[src/rtl/ksa_pipe_adder_pkg.sv]
// Shared types and elaboration helpers for the pipelined Kogge-Stone adder.
package ksa_pkg;

    typedef struct packed {
        logic g;
        logic p;
    } pg_t;

    function automatic bit is_pow2(input int unsigned v);
        return (v != 0) && ((v & (v - 1)) == 0);
    endfunction

endpackage

[src/rtl/ksa_pipe_adder_if.sv]
// Operand/result stream bundle between the issue logic and the adder.
// Handshake: a beat moves on a rising edge where valid and ready are both 1; a source holding
// valid=1 keeps its payload stable until that edge, and ready may be asserted with valid=0.
interface ksa_pipe_adder_if #(parameter int WIDTH = 32);
    logic             in_valid;
    logic             in_ready;
    logic [WIDTH-1:0] a_i;
    logic [WIDTH-1:0] b_i;
    logic             cin_i;
    logic             out_valid;
    logic             out_ready;
    logic [WIDTH-1:0] sum_o;
    logic             cout_o;
    logic             ovf_o;

    modport master (
        output in_valid, a_i, b_i, cin_i, out_ready,
        input  in_ready, out_valid, sum_o, cout_o, ovf_o
    );

    modport slave (
        input  in_valid, a_i, b_i, cin_i, out_ready,
        output in_ready, out_valid, sum_o, cout_o, ovf_o
    );
endinterface

[src/rtl/ksa_pipe_adder_cells.sv]
// Kogge-Stone black cell: merges group (g,p) of bit i with the group ending d bits lower.
module cells (
    input  logic p_i,
    input  logic p_j,
    input  logic g_i,
    input  logic g_j,
    output logic p_o,
    output logic g_o
);
    assign g_o = g_i | (p_i & g_j);
    assign p_o = p_i & p_j;
endmodule

[src/rtl/ksa_pipe_adder.sv]
// Parametrised Kogge-Stone adder with an optional register after each prefix level and a
// single global stall enable so the whole pipe advances or holds as one.
module ksa_pipe_adder
    import ksa_pkg::*;
#(
    parameter int WIDTH = 32,
    parameter int PIPE  = 1
) (
    input logic            clk,
    input logic            rst,
    ksa_pipe_adder_if.slave bus
);
    localparam int LOG2W = $clog2(WIDTH);

    if (!is_pow2(WIDTH) || WIDTH < 4 || WIDTH > 128) begin : g_bad_width
        $error("ksa_pipe_adder: WIDTH must be a power of 2 in 4..128");
    end

    logic en;
    assign en           = !bus.out_valid || bus.out_ready;
    assign bus.in_ready = en;

    pg_t  [WIDTH-1:0] pre_pg;
    pg_t  [WIDTH-1:0] s0_pg;
    logic [WIDTH-1:0] s0_p;
    logic             s0_cin;
    logic             s0_vld;

    // Carry-in is folded into bit 0's generate so the prefix tree needs no extra column.
    always_comb begin
        for (int i = 0; i < WIDTH; i++) begin
            pre_pg[i].p = bus.a_i[i] ^ bus.b_i[i];
            pre_pg[i].g = bus.a_i[i] & bus.b_i[i];
        end
        pre_pg[0].g = (bus.a_i[0] & bus.b_i[0]) | ((bus.a_i[0] ^ bus.b_i[0]) & bus.cin_i);
    end

    always_ff @(posedge clk) begin
        if (rst) begin
            s0_vld <= 1'b0;
            s0_pg  <= '0;
            s0_p   <= '0;
            s0_cin <= 1'b0;
        end else if (en) begin
            s0_vld <= bus.in_valid;
            s0_pg  <= pre_pg;
            s0_p   <= bus.a_i ^ bus.b_i;
            s0_cin <= bus.cin_i;
        end
    end

    for (genvar k = 0; k < LOG2W; k++) begin : g_lvl
        localparam int D = 1 << k;
        pg_t  [WIDTH-1:0] in_pg;
        pg_t  [WIDTH-1:0] nxt;
        pg_t  [WIDTH-1:0] out_pg;
        logic [WIDTH-1:0] in_p;
        logic [WIDTH-1:0] out_p;
        logic [WIDTH-1:0] ng;
        logic [WIDTH-1:0] np;
        logic             in_cin;
        logic             out_cin;
        logic             in_vld;
        logic             out_vld;

        if (k == 0) begin : g_src0
            assign in_pg  = s0_pg;
            assign in_p   = s0_p;
            assign in_cin = s0_cin;
            assign in_vld = s0_vld;
        end else begin : g_srck
            assign in_pg  = g_lvl[k-1].out_pg;
            assign in_p   = g_lvl[k-1].out_p;
            assign in_cin = g_lvl[k-1].out_cin;
            assign in_vld = g_lvl[k-1].out_vld;
        end

        for (genvar i = 0; i < WIDTH; i++) begin : g_bit
            if (i >= D) begin : g_cell
                cells u_cell (
                    .p_i(in_pg[i].p),
                    .p_j(in_pg[i-D].p),
                    .g_i(in_pg[i].g),
                    .g_j(in_pg[i-D].g),
                    .p_o(np[i]),
                    .g_o(ng[i])
                );
            end else begin : g_pass
                assign np[i] = in_pg[i].p;
                assign ng[i] = in_pg[i].g;
            end
        end

        always_comb begin
            for (int i = 0; i < WIDTH; i++) begin
                nxt[i].g = ng[i];
                nxt[i].p = np[i];
            end
        end

        if (PIPE != 0) begin : g_reg
            always_ff @(posedge clk) begin
                if (rst) begin
                    out_vld <= 1'b0;
                    out_pg  <= '0;
                    out_p   <= '0;
                    out_cin <= 1'b0;
                end else if (en) begin
                    out_vld <= in_vld;
                    out_pg  <= nxt;
                    out_p   <= in_p;
                    out_cin <= in_cin;
                end
            end
        end else begin : g_wire
            assign out_vld = in_vld;
            assign out_pg  = nxt;
            assign out_p   = in_p;
            assign out_cin = in_cin;
        end
    end

    pg_t  [WIDTH-1:0] fin_pg;
    logic [WIDTH-1:0] fin_p;
    logic [WIDTH-1:0] fin_g;
    logic [WIDTH-1:0] carry;
    logic             fin_cin;
    logic             fin_vld;

    assign fin_pg  = g_lvl[LOG2W-1].out_pg;
    assign fin_p   = g_lvl[LOG2W-1].out_p;
    assign fin_cin = g_lvl[LOG2W-1].out_cin;
    assign fin_vld = g_lvl[LOG2W-1].out_vld;

    always_comb begin
        for (int i = 0; i < WIDTH; i++) begin
            fin_g[i] = fin_pg[i].g;
        end
    end

    // Prefix G[i-1] is the carry into bit i; G[WIDTH-2] is therefore c[WIDTH-1].
    assign carry = {fin_g[WIDTH-2:0], fin_cin};

    always_ff @(posedge clk) begin
        if (rst) begin
            bus.out_valid <= 1'b0;
            bus.sum_o     <= '0;
            bus.cout_o    <= 1'b0;
            bus.ovf_o     <= 1'b0;
        end else if (en) begin
            bus.out_valid <= fin_vld;
            bus.sum_o     <= fin_p ^ carry;
            bus.cout_o    <= fin_g[WIDTH-1];
            bus.ovf_o     <= fin_g[WIDTH-1] ^ fin_g[WIDTH-2];
        end
    end
endmodule
[src/flat_wrapper.sv]
// flat-port wrapper written by rule: the top's interface ports become plain ports
module ksa_pipe_adder_flat import ksa_pkg::*;
#(
    parameter int WIDTH = 32,
    parameter int PIPE  = 1
)
  (clk, rst, bus_in_valid, bus_a_i, bus_b_i, bus_cin_i, bus_out_ready, bus_in_ready, bus_out_valid, bus_sum_o, bus_cout_o, bus_ovf_o);
  ksa_pipe_adder_if #(.WIDTH(WIDTH)) bus_i ();
  input logic clk;
  input logic rst;
  input wire logic [$bits(bus_i.in_valid)-1:0] bus_in_valid;
  input wire logic [$bits(bus_i.a_i)-1:0] bus_a_i;
  input wire logic [$bits(bus_i.b_i)-1:0] bus_b_i;
  input wire logic [$bits(bus_i.cin_i)-1:0] bus_cin_i;
  input wire logic [$bits(bus_i.out_ready)-1:0] bus_out_ready;
  output wire logic [$bits(bus_i.in_ready)-1:0] bus_in_ready;
  output wire logic [$bits(bus_i.out_valid)-1:0] bus_out_valid;
  output wire logic [$bits(bus_i.sum_o)-1:0] bus_sum_o;
  output wire logic [$bits(bus_i.cout_o)-1:0] bus_cout_o;
  output wire logic [$bits(bus_i.ovf_o)-1:0] bus_ovf_o;
  assign bus_i.in_valid = bus_in_valid;
  assign bus_i.a_i = bus_a_i;
  assign bus_i.b_i = bus_b_i;
  assign bus_i.cin_i = bus_cin_i;
  assign bus_i.out_ready = bus_out_ready;
  assign bus_in_ready = bus_i.in_ready;
  assign bus_out_valid = bus_i.out_valid;
  assign bus_sum_o = bus_i.sum_o;
  assign bus_cout_o = bus_i.cout_o;
  assign bus_ovf_o = bus_i.ovf_o;
  ksa_pipe_adder #(.WIDTH(WIDTH), .PIPE(PIPE)) u_core (.clk(clk), .rst(rst), .bus(bus_i));
endmodule
[config.mk]
export PLATFORM = sky130hd
export DESIGN_NAME = ksa_pipe_adder_flat
export DESIGN_NICKNAME = d
export VERILOG_FILES = /design/src/rtl/ksa_pipe_adder_pkg.sv /design/src/rtl/ksa_pipe_adder_if.sv /design/src/rtl/ksa_pipe_adder_cells.sv /design/src/rtl/ksa_pipe_adder.sv /design/src/flat_wrapper.sv
export SDC_FILE = /design/constraint.sdc
export NUM_CORES = 1
export LEC_CHECK = 0
export CAP_MARGIN = 20
export CORE_ASPECT_RATIO = 0.5
export CORE_UTILIZATION = 35
export DETAILED_ROUTE_END_ITERATION = 10
export GPL_TIMING_DRIVEN = 0
export PLACE_DENSITY_LB_ADDON = 0.05
export SLEW_MARGIN = 5
export SYNTH_ARGS = -nofsm -noshare
export SYNTH_HDL_FRONTEND = slang
export SYNTH_HIERARCHICAL = 1
export SYNTH_SLANG_ARGS = --single-unit
[constraint.sdc]
create_clock -name clk -period 1.6 [get_ports clk]
set_clock_uncertainty 0.05 [all_clocks]
set_input_delay 0.4 -clock clk [delete_from_list [all_inputs] [get_ports clk]]
set_output_delay 0.4 -clock clk [all_outputs]
set_load 0.01 [all_outputs]
### Yosys cells after proc, flatten, opt, wreduce, memory -nomap -nowiden

Index checks and enable logic that the tools add are counted.

| word-level totals | value |
|---|---|
| register bits | 560 |
| input port bits | 69 |
| output and inout port bits | 36 |
| logic and storage cells | 770 |

| operators by class | value |
|---|---|
| bitwise gates (word level) | 425 |
| reduce and logical (&&, ||, !) cells | 2 |

Operator list:

| operator | count |
|---|---|
| 1-bit AND | 260 |
| 1-bit OR | 130 |
| 32-bit bitwise XOR | 2 |
| 1-bit bitwise XOR | 33 |
| 1-bit zero test | 1 |
| 1-bit logical OR | 1 |

### Logic depth before layout (Yosys ltp)

| logic depth | value |
|---|---|
| depth after elaboration | 3 |
| mapped depth | 8 |
| mapped depth without buffers | 4 |

### By module

Netlist, hierarchy kept.

Modules (own cells, without submodules):

| module | instances | cells an instance | area an instance (um^2) | seq. area each (um^2) |
|---|---|---|---|---|
| ksa_pipe_adder | 1 | 2438 | 19887.8 | 11110.7 |
| cells | 129 | 2 | 15.0 | 0.0 |

### Least setup slack after synthesis

No wires, ideal clock.

| timing | value |
|---|---|
| kind | register to output |
| from | register u_core.bus.out_valid |
| to | output bus_in_ready |
| arrival time | 1.087 ns |
| required time | 1.150 ns |
| path slack | 0.063 ns |
| cell stages (with the launch flop) | 7 |
| buffers on the path | 4 |
| cells stage by stage | dfxtp_1 nor2b_2 buf_6 inv_2 buf_6 buf_6 buf_6 |

| on the way | value |
|---|---|
| word-level cells in the longest chain between the ends | 2 |

RTL lines:

| element | line | RTL |
|---|---|---|
| start, declared | ksa_pipe_adder_if.sv:23 | `output in_ready, out_valid, sum_o, cout_o, ovf_o` |
| start signal, assigned | ksa_pipe_adder.sv:151 | `bus.out_valid <= fin_vld;` |
| 1-bit zero test | ksa_pipe_adder.sv:20 | `assign en = !bus.out_valid \|\| bus.out_ready;` |
| 1-bit logical OR | ksa_pipe_adder.sv:20 |  |
| end, declared | flat_wrapper.sv:16 | `output wire logic [$bits(bus_i.in_ready)-1:0] bus_in_ready;` |

No other way between the ends.

### Worst setup path after layout

Same ends and word-level chain as after synthesis.

==> out/metrics.yaml <==
cp_data_required_time_ns: 1.15
slowest_delay_ns: 0.32
initial_core_util_pct: 35.8
arrival_ns: 1.69
p_clk_share_pct: 44.0
wirelength_um: 70000
std_cell_rows: 62
ir_drop_v: 0.000778
cp-endpoint: "bus_in_ready"
cts.clk_slew.worst_paths_ns: 0.06
start_kind: "flop"
setup_ws_ns: -0.541
firstDrtPassIters: 5
cp_max_fo: 2
dp.cells: 3432
grt_pass1_vias: 16163
internal_power_mw: 20.5
dp_hpwl_um: 51900
combPwrFrac_pct: 4.6
worstMarginPinSlew_ns: 0.999
cts.path.max_buffers: 3
ys_warn_count: 6
die_y_um: 174
crit_slowest_cell: "dfxtp_2"
die-area_um2: 60300
min_path_type: "reg -> reg"
track_usage_pct: 22.4
pwr-share-seq_pct: 51.4
die_w_um: 346
grt_max_degree: 15
core_um2: 57900
place.gp.congestion: 0.838
cts_sinks: 529
r2r_cells: 9
io_pins: 105
hold_viol: 0
period_needed_ns: 2.14
viasPerCell: 4.87
detail_route.wl_per_cell_um: 19.7
cpMostUsedCell: "buf_12"
area_growth_pct: 24.9
path_cells: "nor2b_4 > buf_6 > inv_4 > buf_12 > buf_12 > buf_12 > buf_6"
r2r_slack_ns: -0.24
layout-drive-gt1-share_pct: 20.6
timing.rr.start: "u_core/bus.out_valid"
synth_area_um2: 20700
setup_tns_ns: -38.24
insertion_delay_ns: 0.59
cts_buffers: 50
grt_pass1_wl_um: 102000
final-setup-viol-count: 326
ant_nets: 0
rsz0062_at_grt: "true"
endpoint_kind: "output pin"
p_switching_mw: 6.37
cts-hold-fix-buffers: 0
max_freq_mhz: 467
syn_avg_cell_area_um2: 8.10
drc: 0
timing.rr.end: "u_core/g_lvl[3].out_p[30]"
diodes: 0
dp_slack_ns: -1.28
final_nets: 2853
hold_slack_ns: 0.402
criticalPathCategory: "reg -> out"
place.port_buffers: 103
report.final.slew_viol_count: 0
via_count: 17304
status: "finished, violations left"
synth_cells: 2561
period_share_pct: 134
htreeDepth: 2
grt-ovfl-total: 0
antenna_found_initial: 2
p_sw_share_pct: 23.6
p_leak_nw: 10.4
drtIter0Drc: 1008
cts_tree: "built"
cap_viol_max_count: 0
stdcell_count: 3556
clock-root-buffer: "clkbuf_16"
max-slew-margin-rel_pct: 33.4
startpoint: "u_core/bus.out_valid"
violations: "setup timing"
synth_nets: 2662
cellPowerDensity_nw_per_um2: 1040
==> layout make-up <==
class	instances	area, um2
tap	768	961
clock buffer	74	1470
buffer	185	1460
clock inverter	14	121
sequential	529	10600
fill	5968	32000
inverter	1	6.26
multi-input combinational	1846	9650
timing repair buffer	139	1630
==> timing repair <==
action                     in CTS  in global routing
cloned                          0                 25
setup endpoints to repair     401                531
pin swaps                       0                  1
buffers inserted                5                  6
resized for setup             205                302
==> power by group through the flow <==
stage	Clock, mW	Sequential [mW]	Combinational (mW)
floorplan	0	13.9	0.663
finish	11.8	13.8	1.24
global placement	0	14.1	1.16
detailed placement	0	14.1	1.16
global route	12.7	13.9	1.37
CTS	12.1	13.8	1.16
==> layout by cell type, fill, tap and decap left out, types with 29 or more instances in the layout <==
master / n
nand2_2: 120
buf_2: 77
clkbuf_1: 73
a211oi_2: 29
ha_1: 32
dfxtp_1: 512
a21oi_1: 475
nand2_1: 850
nor2_1: 33
clkbuf_16: 74
xnor2_1: 33
clkdlybuf4s50_1: 67
and2_2: 98
a21o_1: 129
==> worst min-delay path by stage <==
stage / from / slack [ns] / cells after the start / end
floorplan: u_core/g_lvl[3].out_pg[32] / 0.38 / 2 / u_core/g_lvl[3].out_pg[32]
global route: bus_in_valid / 0.41 / 3 / u_core/g_lvl[0].in_vld
detailed placement: u_core/g_lvl[0].out_p[9] / 0.39 / 2 / u_core/g_lvl[0].out_p[9]
finish: u_core/g_lvl[3].out_p[25] / 0.40 / 2 / u_core/g_lvl[3].out_p[25]
CTS: u_core/g_lvl[3].out_p[25] / 0.40 / 2 / u_core/g_lvl[3].out_p[25]
global placement: u_core/g_lvl[0].in_pg[63] / 0.39 / 2 / u_core/g_lvl[0].in_pg[63]
==> flip-flops by register name, indices dropped and copies added, names as in the netlist, 31 cells and up <==
name / count
u_core/bus.sum_o: 32
u_core/g_lvl.out_p: 128
u_core/g_lvl.out_pg: 226
u_core/g_lvl.in_p: 31
u_core/carry: 31
u_core/g_lvl.in_pg: 33
u_core/fin_p: 32
==> through the flow <==
step	utilization, %	area [um2]	total power, mW
detailed placement	39.2	22700	15.3
global route	44.7	25900	27.9
finish	44.7	25900	26.9
global placement	39.2	22700	15.3
floorplan	-	20700	14.6
CTS	42.0	24300	27.1
==> worst max-delay path, delay by kind of cell, from the launching register on <==
| kind | cells | cell delay [ns] |
|---|---|---|
| flops | 1 | 0.32 |
| simple gates | 1 | 0.13 |
| buf+inv | 6 | 0.64 |
==> routing by layer <==
metal | vias to the layer above | part of all wire [%] | wire length, um | track usage, %
li1 | 8747 | - | - | -
met1 | 8179 | 56 | 39200 | 37.0
met2 | 319 | 38 | 26700 | 29.7
met3 | 59 | 4.6 | 3190 | 3.41
met4 | 0 | 1.2 | 843 | 3.70
met5 | - | 0 | 0 | 0
No activity file was read; power rests on OpenSTA's default activity.
